## config.mk

```make
export PLATFORM = sky130hd
export DESIGN_NAME = feature_mem_loader_flat
export DESIGN_NICKNAME = d
export VERILOG_FILES = /design/src/rtl/feature_mem_loader_if.sv /design/src/rtl/feature_mem_loader.sv /design/src/flat_wrapper.sv
export SDC_FILE = /design/constraint.sdc
export NUM_CORES = 1
export LEC_CHECK = 0
export ABC_AREA = 1
export CAP_MARGIN = 5
export CELL_PAD_IN_SITES_DETAIL_PLACEMENT = 1
export CELL_PAD_IN_SITES_GLOBAL_PLACEMENT = 1
export CORE_MARGIN = 3
export CORE_UTILIZATION = 26
export DETAILED_ROUTE_END_ITERATION = 10
export GPL_ROUTABILITY_DRIVEN = 0
export GPL_TIMING_DRIVEN = 0
export PLACE_DENSITY = 0.86
export SYNTH_ARGS = -nofsm -noshare
export SYNTH_HDL_FRONTEND = slang
export SYNTH_SLANG_ARGS = --single-unit
```

## constraint.sdc

```tcl
create_clock -name clk -period 1.25 [get_ports clk]
set_input_delay 0.125 -clock clk [delete_from_list [all_inputs] [get_ports clk]]
set_output_delay 0.125 -clock clk [all_outputs]
set_load 0.005 [all_outputs]
```

## src/rtl/feature_mem_loader_if.sv

```systemverilog
// Stream-in and memory-write-port bundle for the feature memory loader.
// The master modport is the loader; the slave side is the DMA plus the memory.
interface feature_mem_loader_if #(
    parameter int DATA_BUS_WIDTH = 64
);
    logic                      s_valid;
    logic [DATA_BUS_WIDTH-1:0] s_data;
    logic                      s_ready;
    logic                      wr_en;
    logic [3:0]                wr_mem_group;
    logic [3:0]                wr_mem_line;
    logic [DATA_BUS_WIDTH-1:0] o_port;

    modport master (
        input  s_valid, s_data,
        output s_ready, wr_en, wr_mem_group, wr_mem_line, o_port
    );

    modport slave (
        output s_valid, s_data,
        input  s_ready, wr_en, wr_mem_group, wr_mem_line, o_port
    );
endinterface

```

## src/rtl/feature_mem_loader.sv

```systemverilog
// Feature memory write sequencer: full tile load or single-line refresh across groups.
// One cycle from accepted stream beat to wr_en; s_ready is high for the whole LOAD state.
// Optional FEATURE_LOADER_STALL_CNT_EN adds a saturating count of s_valid-low LOAD cycles.
`ifndef Tn
`define Tn 4
`endif
`ifndef KERNEL_SIZE
`define KERNEL_SIZE 3
`endif
`ifndef DATA_BUS_WIDTH
`define DATA_BUS_WIDTH 64
`endif

module feature_mem_loader #(
    parameter int Tn             = `Tn,
    parameter int KERNEL_SIZE    = `KERNEL_SIZE,
    parameter int DATA_BUS_WIDTH = `DATA_BUS_WIDTH
) (
    input  logic                 clk,
    input  logic                 rst,
    input  logic                 start,
    input  logic                 mode,
    input  logic [3:0]           line_sel,
    input  logic [3:0]           last_group,
    feature_mem_loader_if.master bus,
    output logic                 busy,
    output logic                 done,
    output logic                 err
`ifdef FEATURE_LOADER_STALL_CNT_EN
    ,
    output logic [15:0]          stall_cnt
`endif
);

    typedef enum logic {IDLE, LOAD} state_e;

    state_e                    state_q, state_d;
    logic [3:0]                grp_q, grp_d;
    logic [3:0]                line_q, line_d;
    logic                      mode_q, mode_d;
    logic [3:0]                last_q, last_d;
    logic                      wr_en_q, wr_en_d;
    logic [3:0]                wr_grp_q, wr_grp_d;
    logic [3:0]                wr_line_q, wr_line_d;
    logic [DATA_BUS_WIDTH-1:0] data_q, data_d;
    logic                      done_q, done_d;
    logic                      err_q, err_d;

    logic cmd_bad;
    logic cmd_ok;
    logic beat;
    logic line_wrap;

    assign cmd_bad = ({1'b0, last_group} >= 5'(Tn)) ||
                     (mode && ({1'b0, line_sel} >= 5'(KERNEL_SIZE)));
    assign cmd_ok  = (state_q == IDLE) && start && !cmd_bad;
    assign beat    = (state_q == LOAD) && bus.s_valid;
    // In single-line mode every beat finishes a "row", so the group steps each beat.
    assign line_wrap = mode_q || (line_q == 4'(KERNEL_SIZE - 1));

    always_comb begin
        state_d   = state_q;
        grp_d     = grp_q;
        line_d    = line_q;
        mode_d    = mode_q;
        last_d    = last_q;
        wr_en_d   = 1'b0;
        wr_grp_d  = wr_grp_q;
        wr_line_d = wr_line_q;
        data_d    = data_q;
        done_d    = 1'b0;
        err_d     = 1'b0;
        case (state_q)
            IDLE: begin
                if (start) begin
                    if (cmd_bad) begin
                        err_d = 1'b1;
                    end else begin
                        state_d = LOAD;
                        mode_d  = mode;
                        last_d  = last_group;
                        grp_d   = 4'd0;
                        line_d  = mode ? line_sel : 4'd0;
                    end
                end
            end
            LOAD: begin
                if (beat) begin
                    wr_en_d   = 1'b1;
                    wr_grp_d  = grp_q;
                    wr_line_d = line_q;
                    data_d    = bus.s_data;
                    if (line_wrap && (grp_q == last_q)) begin
                        state_d = IDLE;
                        done_d  = 1'b1;
                    end else if (line_wrap) begin
                        grp_d = grp_q + 4'd1;
                        if (!mode_q) begin
                            line_d = 4'd0;
                        end
                    end else begin
                        line_d = line_q + 4'd1;
                    end
                end
            end
            default: state_d = IDLE;
        endcase
    end

    always_ff @(posedge clk) begin
        if (rst) begin
            state_q   <= IDLE;
            grp_q     <= 4'd0;
            line_q    <= 4'd0;
            mode_q    <= 1'b0;
            last_q    <= 4'd0;
            wr_en_q   <= 1'b0;
            wr_grp_q  <= 4'd0;
            wr_line_q <= 4'd0;
            data_q    <= '0;
            done_q    <= 1'b0;
            err_q     <= 1'b0;
        end else begin
            state_q   <= state_d;
            grp_q     <= grp_d;
            line_q    <= line_d;
            mode_q    <= mode_d;
            last_q    <= last_d;
            wr_en_q   <= wr_en_d;
            wr_grp_q  <= wr_grp_d;
            wr_line_q <= wr_line_d;
            data_q    <= data_d;
            done_q    <= done_d;
            err_q     <= err_d;
        end
    end

    assign bus.s_ready      = (state_q == LOAD);
    assign bus.wr_en        = wr_en_q;
    assign bus.wr_mem_group = wr_grp_q;
    assign bus.wr_mem_line  = wr_line_q;
    assign bus.o_port       = data_q;
    assign busy             = (state_q == LOAD);
    assign done             = done_q;
    assign err              = err_q;

`ifdef FEATURE_LOADER_STALL_CNT_EN
    logic [15:0] stall_q, stall_d;

    always_comb begin
        stall_d = stall_q;
        if (cmd_ok) begin
            stall_d = 16'd0;
        end else if ((state_q == LOAD) && !bus.s_valid && (stall_q != 16'hFFFF)) begin
            stall_d = stall_q + 16'd1;
        end
    end

    always_ff @(posedge clk) begin
        if (rst) begin
            stall_q <= 16'd0;
        end else begin
            stall_q <= stall_d;
        end
    end

    assign stall_cnt = stall_q;
`endif

endmodule

```

## src/flat_wrapper.sv

```systemverilog
// flat-port wrapper written by rule: the top's interface ports become plain ports
module feature_mem_loader_flat 
#(
    parameter int Tn             = `Tn,
    parameter int KERNEL_SIZE    = `KERNEL_SIZE,
    parameter int DATA_BUS_WIDTH = `DATA_BUS_WIDTH
)
  (clk, rst, start, mode, line_sel, last_group, busy, done, err, bus_s_valid, bus_s_data, bus_s_ready, bus_wr_en, bus_wr_mem_group, bus_wr_mem_line, bus_o_port);
  feature_mem_loader_if #(.DATA_BUS_WIDTH(DATA_BUS_WIDTH)) bus_i ();
  input  logic clk;
  input  logic rst;
  input  logic start;
  input  logic mode;
  input  logic [3:0] line_sel;
  input  logic [3:0] last_group;
  output logic busy;
  output logic done;
  output logic err;
  input wire logic [$bits(bus_i.s_valid)-1:0] bus_s_valid;
  input wire logic [$bits(bus_i.s_data)-1:0] bus_s_data;
  output wire logic [$bits(bus_i.s_ready)-1:0] bus_s_ready;
  output wire logic [$bits(bus_i.wr_en)-1:0] bus_wr_en;
  output wire logic [$bits(bus_i.wr_mem_group)-1:0] bus_wr_mem_group;
  output wire logic [$bits(bus_i.wr_mem_line)-1:0] bus_wr_mem_line;
  output wire logic [$bits(bus_i.o_port)-1:0] bus_o_port;
  assign bus_i.s_valid = bus_s_valid;
  assign bus_i.s_data = bus_s_data;
  assign bus_s_ready = bus_i.s_ready;
  assign bus_wr_en = bus_i.wr_en;
  assign bus_wr_mem_group = bus_i.wr_mem_group;
  assign bus_wr_mem_line = bus_i.wr_mem_line;
  assign bus_o_port = bus_i.o_port;
  feature_mem_loader #(.Tn(Tn), .KERNEL_SIZE(KERNEL_SIZE), .DATA_BUS_WIDTH(DATA_BUS_WIDTH)) u_core (.clk(clk), .rst(rst), .start(start), .mode(mode), .line_sel(line_sel), .last_group(last_group), .bus(bus_i), .busy(busy), .done(done), .err(err));
endmodule
```

==> metrics.txt, run 1 <==
cell count after synthesis=~440; final hold vios=0; Sw Ratio=0.247; total power=a little under 0.007 W; Fin Clk Skew=~7.8 ps; DIE WIDTH=~120 µm; grt ovf=0; initial core utilization=0.269; Antenna Nets Post-Route=0; cell family with most CP delay=simple AND/OR/NAND/NOR gates; Final setup viols=65; fin cells=810; power per cell area=between 1000 and 1500 mW/mm²; Vias=3786; Routed WL=between 10000 and 15000 µm; CP Data Required Time=1490 ps; VDD IR max=roughly 760 µV; first-pass GRT wire length=about 20000 µm; HPWL Detailed=9300 µm; Hold Buf Count CTS=0; largest net degree at the start of global routing=15; sequential share of power=0.444; syn nets=523; Final WS setup=-190 ps; clock power share=0.407; IO Port Bufs=approximately 150; IO Pins=154; Switching Power=0.00167 W; worst path cell trace=inv_1 -> nand2_2 -> nand2_2 -> nor2_4 -> nand4_4 -> buf_6 -> a21oi_2 -> nor2_1; CP arrival=roughly 1700 ps; Min Clock Period, post-route=1440 ps; Clk pin slew, worst setup/hold paths=60 ps; total core area=0.0127 mm²; layout cells sized above 1=0.317; relative slew slack=0.546; initial antenna violation count=0; via-per-instance ratio=roughly 4.7; Worst-Margin Slew=681 ps; 1st-iter DRT viols=about 110; most common cell after layout, fill and taps aside=nor2_1; Cell Rows=41; TritonCTS clock tree=done; Netlist cell types=31; static leakage=roughly 2.8 nW; internal power=between 0.005 and 0.006 W; Max Clock Freq=~690 MHz; CP endpoint kind=flip-flop; CTS Buf Count=9; sequential fraction of the synthesis area=0.521; crit-path most repeated cell=nand2_2; chip height=approximately 120 µm; Post-Syn Area per Cell=7.72 µm²; Combinational Power Share=0.149; CP Class=flip-flop to flip-flop; YS warnings=0; Final Core Density=0.518; total track usage=0.175; RSZ-0062 raised after global routing=yes; Cell Area, Synth=about 0.0034 mm²; clk_lat worst skew=between 300 and 400 ps; failing checks=setup timing; n_diodes=0; register bit total from synthesis=between 80 and 90; Worst setup SP type=flip-flop; period utilization=1.15; worst path bufs/invs=2; placed cells=767; Setup WS pre-CTS=-432 ps; Bufs on Longest Clock Path=2; status=finished, violations left; H-tree level count=3; setup TNS=-4780 ps; Slowest cell on crit path=dfxtp_4; worst hold path class=primary input to flip-flop; Die Footprint=0.0146 mm²; worst-path maximum fanout=5; critical path's largest stage delay=about 380 ps; Avg WL per Cell=between 15 and 20 µm; DRC Markers=0; max-slew violation count=0; most frequent cells in the layout=nor2_1 (82), dlygate4sd2_1 (77), clkdlybuf4s50_1 (75), dfxtp_1 (74), nor2_4 (44); fill cell count=between 1k and 1.5k; drt pass-1 iters=4; maximum capacitance violations=0; clock root cell=clkbuf_16; flop2flop setup slack=-190 ps; area grow syn2layout=92.8%; number of global-route vias before repair=a little under 4k; clock sinks=89; Final #Nets=between 700 and 800
[kinds of logic after synthesis]
family,Yosys count,synth area share
simple gates,201,0.249
xor+xnor,2,0.00512
compound gates,103,0.155
fa+ha+maj,3,0.0110
flops,89,0.521
buf+inv,45,0.0593
[Yosys cell counts]
| cell type | number | share of area |
|---|---|---|
| nand2_1 | 28 | 0.031 |
| clkbuf_1 | 16 | 0.018 |
| inv_4 | 1 | 0.0018 |
| ha_1 | 3 | 0.011 |
| buf_4 | 2 | 0.0044 |
| nand4_4 | 1 | 0.0062 |
| o21ai_0 | 70 | 0.10 |
| dfxtp_1 | 89 | 0.52 |
| a21boi_1 | 1 | 0.0022 |
| a21oi_1 | 20 | 0.029 |
| nand2_2 | 3 | 0.0055 |
| a21oi_2 | 1 | 0.0026 |
| buf_2 | 6 | 0.0088 |
| nand2_4 | 1 | 0.0033 |
| inv_2 | 3 | 0.0033 |
| nor3_1 | 1 | 0.0015 |
| buf_6 | 2 | 0.0066 |
| o21a_1 | 2 | 0.0044 |
| xnor2_1 | 1 | 0.0026 |
| o21ai_1 | 8 | 0.012 |
| inv_1 | 13 | 0.014 |
| clkinv_1 | 1 | 0.0011 |
| nand4_1 | 1 | 0.0018 |
| nand3_1 | 20 | 0.029 |
| o21ai_2 | 1 | 0.0026 |
| clkbuf_2 | 1 | 0.0015 |
| nor2_4 | 4 | 0.013 |
| xor2_1 | 1 | 0.0026 |
| nor2_1 | 140 | 0.15 |
| nor4_1 | 1 | 0.0018 |
| or2_2 | 1 | 0.0018 |
[path summary, 6_finish.rpt]
path	start	endpoint	depth (start not counted)
worst min-delay path	rst	u_core.grp_q[0]	2
worst min register to register	u_core.bus.o_port[62]	u_core.bus.o_port[62]	2
worst max register to register	u_core.grp_q[1]	u_core.grp_q[2]	8
worst max-delay path	u_core.grp_q[1]	u_core.grp_q[2]	8
[registers in the layout, indices dropped and copies added (netlist names), 4 cells and up]
signal,flops
u_core.line_q,4
u_core.bus.wr_mem_group,4
u_core.bus.wr_mem_line,4
u_core.last_q,4
u_core.grp_q,4
u_core.bus.o_port,64
[stage by stage]
stage | hold WS [ps] | cell area, µm²
3_5_place_dp | 438 | 5170
4_1_cts | 58.0 | 5730
3_3_place_gp | 424 | 5170
6_report | 85.8 | 6600
2_1_floorplan | 267 | 3440
5_1_grt | 82.0 | 6600
[area by class of cell]
type                       instances  area [µm²]  share of cell area
clock buffer                      11         243              0.0368
clock inverter                     5        55.1             0.00835
multi-input combinational        309        2030               0.307
timing repair buffer             181        1880               0.285
sequential                        89        1820               0.275
tap                              172         215              0.0326
inverter                          18        82.6              0.0125
buffer                            25         275              0.0417
[per-layer routing]
metal,global-route usage,vias up,part of all wire
li1,-,1825,-
met1,0.179,1808,0.38
met2,0.325,126,0.52
met3,0.0819,27,0.073
met4,0.0404,0,0.024
met5,0,-,0
[power groups by stage]
| stage | sequential, W | clock, W | combinational, W |
|---|---|---|---|
| after detailed placement | 0.00304 | 0 | 0.000781 |
| final | 0.00299 | 0.00274 | 0.00101 |
| after floorplan | 0.00304 | 0 | 0.000296 |
| after global placement | 0.00303 | 0 | 0.000753 |
| after global routing | 0.00300 | 0.00295 | 0.00110 |
| after CTS | 0.00297 | 0.00281 | 0.000812 |
[repair_timing]
action	CTS	global route
gates cloned	3	8
pin swaps	16	30
endpoints found under the setup margin	165	79
resized for setup	162	201
setup buffers	11	7
Note: power is estimated with default switching activity, not from simulation.
==> run 2, diff against run 1 <==
- CORE_MARGIN: 3 -> 5
- RECOVER_POWER: default -> 25
==> run 2 against run 1 <==
Compared with the run above: the flow still finishes with violations (setup timing); cell count is 0.37% lower; clock-buffer cell count stayed put; flip-flop and latch count stayed put; clock power is 1% lower; cell area is 4.9% lower; non-clock buffer count is 7 lower; first-iteration DRC count is 11% higher; largest power group unchanged; highest routed layer unchanged.
==> metrics.txt, run 2 (same netlist as run 1, synthesis figures left out) <==
IO Port Bufs=152 (unchanged); most common cell after layout, fill and taps aside=nor2_1 (unchanged); initial core utilization=0.261 (was 0.269); n_diodes=0 (unchanged); Final WS setup=-168 ps (was -190 ps); IO Pins=154 (unchanged); Sw Ratio=0.248 (was 0.247); CP endpoint kind=flip-flop (unchanged); clock power share=0.407 (about the same); max FFs per register=64 (unchanged); static leakage=2.65 nW (was 2.83 nW); Routed WL=14000 µm (was 14400 µm); CTS Buf Count=9 (unchanged); Combinational Power Share=0.144 (was 0.149); internal power=0.00498 W (was 0.00508 W); clock sinks=89 (unchanged); clock root cell=clkbuf_16 (unchanged); Final Core Density=0.479 (was 0.518); grt ovf=0 (unchanged); R2R cell count=8 (unchanged); Final #Nets=706 (was 713); final hold vios=0 (unchanged); Cell Area, Placed=0.00518 mm² (was 0.00517 mm²); Switching Power=0.00165 W (was 0.00167 W); fin area=0.00627 mm² (was 0.00660 mm²); initial antenna violation count=0 (unchanged); clk_lat worst skew=340 ps (was 350 ps); DIE WIDTH=125 µm (was 121 µm); Final setup viols=28 (was 65); Bufs on Longest Clock Path=2 (unchanged); Fin Clk Skew=7.71 ps (was 7.79 ps); Max Clock Freq=705 MHz (was 694 MHz); Worst-Margin Slew=740 ps (was 681 ps); power per cell area=1060 mW/mm² (was 1020 mW/mm²); maximum capacitance violations=0 (unchanged); Avg WL per Cell=17.4 µm (was 17.8 µm); H-tree level count=3 (unchanged); fin cells=807 (was 810); Antenna Nets Post-Route=0 (unchanged); layout cells sized above 1=0.285 (was 0.317); via-per-instance ratio=4.64 (was 4.67); flop2flop setup slack=-170 ps (was -190 ps); most frequent cells in the layout=nor2_1 (106), dfxtp_1 (77), dlygate4sd2_1 (76), clkdlybuf4s50_1 (75), o21ai_0 (33) (was nor2_1 (82), dlygate4sd2_1 (77), clkdlybuf4s50_1 (75), dfxtp_1 (74), nor2_4 (44)); sequential share of power=0.449 (was 0.444); HPWL Detailed=9710 µm (was 9300 µm); CP Data Required Time=1480 ps (was 1490 ps); Min Clock Period, post-route=1420 ps (was 1440 ps); RSZ-0062 raised after global routing=yes (unchanged); fill cell count=1509 (was 1449); max-slew violation count=0 (unchanged); placed cells=771 (was 767); first-pass GRT wire length=20900 µm (was 19800 µm); area grow syn2layout=83.4% (was 92.8%); relative slew slack=0.506 (was 0.546); CP arrival=1650 ps (was 1680 ps); failing checks=setup timing (unchanged); worst-path maximum fanout=8 (was 5); DRC Markers=0 (unchanged); CP Class=flip-flop to flip-flop (unchanged); 1st-iter DRT viols=126 (was 114); worst hold path class=primary input to flip-flop (unchanged); period utilization=1.13 (was 1.15); Cell Rows=42 (was 41); chip height=125 µm (was 121 µm); TritonCTS clock tree=done (unchanged); largest net degree at the start of global routing=15 (unchanged); VDD IR max=660 µV (was 758 µV); drt pass-1 iters=4 (unchanged); total track usage=0.166 (was 0.175); Vias=3742 (was 3786); status=finished, violations left (unchanged); Hold Buf Count CTS=0 (unchanged); Worst setup SP type=flip-flop (unchanged); total power=0.00663 W (was 0.00674 W); total core area=0.0131 mm² (was 0.0127 mm²); CP Launch Point=u_core.bus.s_ready (was u_core.grp_q[1]); Die Footprint=0.0156 mm² (was 0.0146 mm²); reg2reg end=u_core.grp_q[3] (was u_core.grp_q[2]); number of global-route vias before repair=4094 (was 3924); RR Startpoint=u_core.bus.s_ready (was u_core.grp_q[1]); Clk pin slew, worst setup/hold paths=60 ps (about the same); CP endpoint=u_core.grp_q[3] (was u_core.grp_q[2])
==> run 2: cell count changes in the layout (fill, tap and decap cells not counted), sizes merged <==
cell         previous run  this run
buf                    38        32
clkinv                  4         5
inv                    16        15
dlygate4sd2            77        76
==> run 2: cell type report <==
class,instances,area [µm²],area share
Sequential cell,89,1810,0.289
Inverter,18,86.3,0.0138
Clock inverter,5,56.3,0.00897
Clock buffer,11,233,0.0371
Multi-Input combinational cell,309,1870,0.298
Timing Repair Buffer,174,1730,0.276
Buffer,25,267,0.0425
Tap cell,176,220,0.0351
==> run 2: worst min path at each step <==
stage	from	to	cells past startpoint
finish	rst	u_core.grp_q[3]	2
global route	rst	u_core.grp_q[3]	2
CTS	rst	u_core.grp_q[0]	2
detailed placement	rst	u_core.line_q[1]	2
global placement	rst	u_core.line_q[0]	2
floorplan	start	u_core.err	2
==> run 2: per-stage QoR <==
stage               setup slack, ps  hold WS (ps)  setup TNS, ps
CTS                            -117          80.3           -712
global placement               -351           438         -26090
finish                         -168          98.4          -1330
detailed placement             -396           453         -27480
global route                   -250           109          -3520
floorplan                     -5.69           267          -22.7
==> run 2: repair_timing <==
item | 4_1_cts | 5_1_grt
gates cloned | 1 | 5
setup endpoints to repair | 164 | 78
pin swaps | 13 | 20
endpoints found under the hold margin | 0 | 0
setup buffers | 7 | 9
gates resized for setup | 158 | 144
==> run 2: critical path: stages (launching register included) <==
cell,delay [ps]
dfxtp_4,350
buf_8,140
buf_12,150
nand3_4,130
o21ai_4,80
nor2_4,210
nand2_2,100
nand2_1,90
a21oi_2,50
==> run 2: power groups by stage <==
stage	Sequential [W]	Clock, W	Combinational (W)
floorplan	0.00304	0	0.000296
global placement	0.00303	0	0.000754
detailed placement	0.00304	0	0.000784
CTS	0.00297	0.00275	0.000811
global route	0.00299	0.00289	0.00104
finish	0.00298	0.00270	0.000957
==> run 2: metal layers <==
metal | GRT usage | up-vias | share of wire
li1 | - | 1809 | -
met5 | 0 | - | 0
met3 | 0.0699 | 19 | 0.074
met4 | 0.0671 | 0 | 0.019
met1 | 0.164 | 1804 | 0.37
met2 | 0.305 | 110 | 0.54
==> run 3, diff against run 2 <==
- CELL_PAD_IN_SITES_DETAIL_PLACEMENT: 1 -> default
- CELL_PAD_IN_SITES_GLOBAL_PLACEMENT: 1 -> default
- CORE_MARGIN: 5 -> 1.5
- CORE_UTILIZATION: 26 -> 37
- PLACE_DENSITY: 0.86 -> 0.85
==> run 3 against run 2 <==
Compared with the run above: the flow still finishes with violations (setup timing); power fell by 10%; flip-flop and latch count did not move; via count rose by 0.29%; clock-buffer cell count fell by 1; clock skew rose by 3.7 ps; global-route usage rose by 4.5 points; critical path type unchanged; highest routed layer unchanged.
==> metrics.txt, run 3 (same netlist as run 1, synthesis figures left out) <==
status=finished, violations left (unchanged); failing checks=setup timing (unchanged); Routed WL=11100 µm (was 14000 µm); H-tree level count=3 (unchanged); Combinational Power Share=0.154 (was 0.144); RSZ-0062 raised after global routing=yes (unchanged); VDD IR max=776 µV (was 660 µV); met2 GRT Util=0.389 (was 0.305); Avg WL per Cell=14.9 µm (was 17.4 µm); met3 global-route usage=0.0668 (was 0.0699); Final #Nets=715 (was 706); worst-path maximum fanout=5 (was 8); Final setup viols=20 (was 28); initial core utilization=0.387 (was 0.261); Sw Ratio=0.262 (was 0.248); HPWL Detailed=7450 µm (was 9710 µm); Final Core Density=0.684 (was 0.479); reg2reg end=u_core.grp_q[2] (was u_core.grp_q[3]); clk_lat worst skew=350 ps (was 340 ps); Cell Area, Placed=0.00509 mm² (was 0.00518 mm²); DRC Markers=0 (unchanged); CP Class=flip-flop to flip-flop (unchanged); final hold vios=0 (unchanged); clock root cell=clkbuf_8 (was clkbuf_16); layout cells sized above 1=0.316 (was 0.285); drt pass-1 iters=4 (unchanged); CTS Buf Count=9 (unchanged); R2R cell count=8 (unchanged); grt ovf=0 (unchanged); fill cell count=703 (was 1509); register area=0.00186 mm² (was 0.00181 mm²); via-per-instance ratio=5.02 (was 4.64); Bufs on Longest Clock Path=2 (unchanged); largest net degree at the start of global routing=17 (was 15); worst hold path class=primary input to flip-flop (unchanged); met1 GRT Util=0.226 (was 0.164); Min Hold Slack=62.5 ps (was 98.4 ps); Worst setup SP type=flip-flop (unchanged); setup TNS=-1310 ps (was -1330 ps); Clk pin slew, worst setup/hold paths=100 ps (was 60 ps); CP endpoint kind=flip-flop (unchanged); Switching Power=0.00156 W (was 0.00165 W); static leakage=2.64 nW (was 2.65 nW); Multi-input gate area=0.00177 mm² (was 0.00187 mm²); period utilization=1.13 (about the same); clock power share=0.346 (was 0.407); Antenna Nets Post-Route=0 (unchanged); hold_sp=rst (unchanged); clock sinks=89 (unchanged); initial antenna violation count=0 (unchanged); CP arrival=1650 ps (about the same); Worst Hold End=u_core.line_q[1] (was u_core.grp_q[3]); number of global-route vias before repair=3705 (was 4094); max-slew violation count=0 (unchanged); Die Footprint=0.00983 mm² (was 0.0156 mm²); 1st-iter DRT viols=56 (was 126); max FFs per register=64 (unchanged); area grow syn2layout=77.0% (was 83.4%); power per cell area=981 mW/mm² (was 1060 mW/mm²); chip height=99.2 µm (was 125 µm); Max Clock Freq=708 MHz (was 705 MHz); hold depth=2 (unchanged); DIE WIDTH=99.2 µm (was 125 µm); fin area=0.00605 mm² (was 0.00627 mm²); Vias=3753 (was 3742); most frequent cells in the layout=nor2_1 (129), clkdlybuf4s50_1 (75), dlygate4sd2_1 (75), dfxtp_2 (42), dfxtp_1 (41) (was nor2_1 (106), dfxtp_1 (77), dlygate4sd2_1 (76), clkdlybuf4s50_1 (75), o21ai_0 (33)); Cell Rows=34 (was 42); sequential share of power=0.500 (was 0.449); internal power=0.00438 W (was 0.00498 W); n_diodes=0 (unchanged); Setup WS pre-CTS=-340 ps (was -396 ps); most common cell after layout, fill and taps aside=nor2_1 (unchanged); flop2flop setup slack=-160 ps (was -170 ps); total core area=0.00885 mm² (was 0.0131 mm²); RR Startpoint=u_core.grp_q[3] (was u_core.bus.s_ready); TritonCTS clock tree=done (unchanged); total track usage=0.211 (was 0.166); grt peak-use layer=met2 (unchanged); IO Pins=154 (unchanged); IO Port Bufs=152 (unchanged); Final WS setup=-163 ps (was -168 ps); Min Clock Period, post-route=1410 ps (was 1420 ps); Worst-Margin Slew=693 ps (was 740 ps); CP Data Required Time=1490 ps (was 1480 ps); first-pass GRT wire length=16800 µm (was 20900 µm); Fin Clk Skew=11.4 ps (was 7.71 ps); maximum capacitance violations=0 (unchanged); relative slew slack=0.538 (was 0.506)
[run 3: changes by cell type in the layout (fill, tap and decap cells not counted), moves of 10 or more]
cell       change
o21ai_0       -17
dfxtp_2       +36
dfxtp_1       -36
nor2_2        -20
o21ai_2       +11
clkbuf_16     -10
nor2_1        +23
[run 3: how the worst max path moves through the flow]
stage | startpoint | depth (start not counted) | slack (ps) | to
after floorplan | u_core.line_q[0] | 8 | -6 | u_core.line_q[2]
after global placement | bus_s_valid | 7 | -310 | u_core.bus.o_port[41]
after detailed placement | bus_s_valid | 6 | -340 | u_core.bus.o_port[6]
after CTS | u_core.line_q[0] | 9 | -110 | u_core.grp_q[3]
after global routing | u_core.grp_q[3] | 8 | -230 | u_core.grp_q[2]
final | u_core.grp_q[3] | 8 | -160 | u_core.grp_q[2]
[run 3: what timing repair did]
item                       in CTS  in global routing
hold endpoints to repair        0                  0
hold buffers                    0                  0
resized for setup             175                165
gates cloned                    2                  5
setup buffers                  12                 12
setup endpoints to repair     163                 63
pin swaps                      10                 16
[run 3: metrics by stage]
stage                     power, W  cells
final                      0.00594    748
after global routing       0.00620    748
after CTS                  0.00582    733
after detailed placement   0.00379    703
after global placement     0.00377    703
after floorplan            0.00333    443
[run 3: metal layers]
metal / vias up / wire, µm
met5: - / 0
met4: 0 / 273
met3: 28 / 917
met2: 160 / 5730
met1: 1733 / 4230
li1: 1832 / -
[run 3: worst max-delay path, cell delays in order (launching register included)]
cell	delay, ps
dfxtp_2	350
inv_1	70
nand2_1	60
nand2_1	100
nor2_4	160
nand4_4	170
buf_6	180
a21oi_2	150
nor2_1	70
[run 3: power groups by stage]
stage / logic (W) / clock network, W / registers (W)
after global routing: 0.000995 / 0.00223 / 0.00298
after floorplan: 0.000296 / 0 / 0.00304
final: 0.000916 / 0.00205 / 0.00297
after CTS: 0.000767 / 0.00208 / 0.00297
after detailed placement: 0.000756 / 0 / 0.00304
after global placement: 0.000737 / 0 / 0.00303
[run 3: cell type report]
cell class                 count  area share
buffer                        25      0.0426
clock buffer                  10      0.0211
clock inverter                 6      0.0124
inverter                      18      0.0136
multi-input combinational    309       0.292
sequential                    89       0.307
tap                          108      0.0223
timing repair buffer         182       0.287
timing repair inverter         1     0.00186
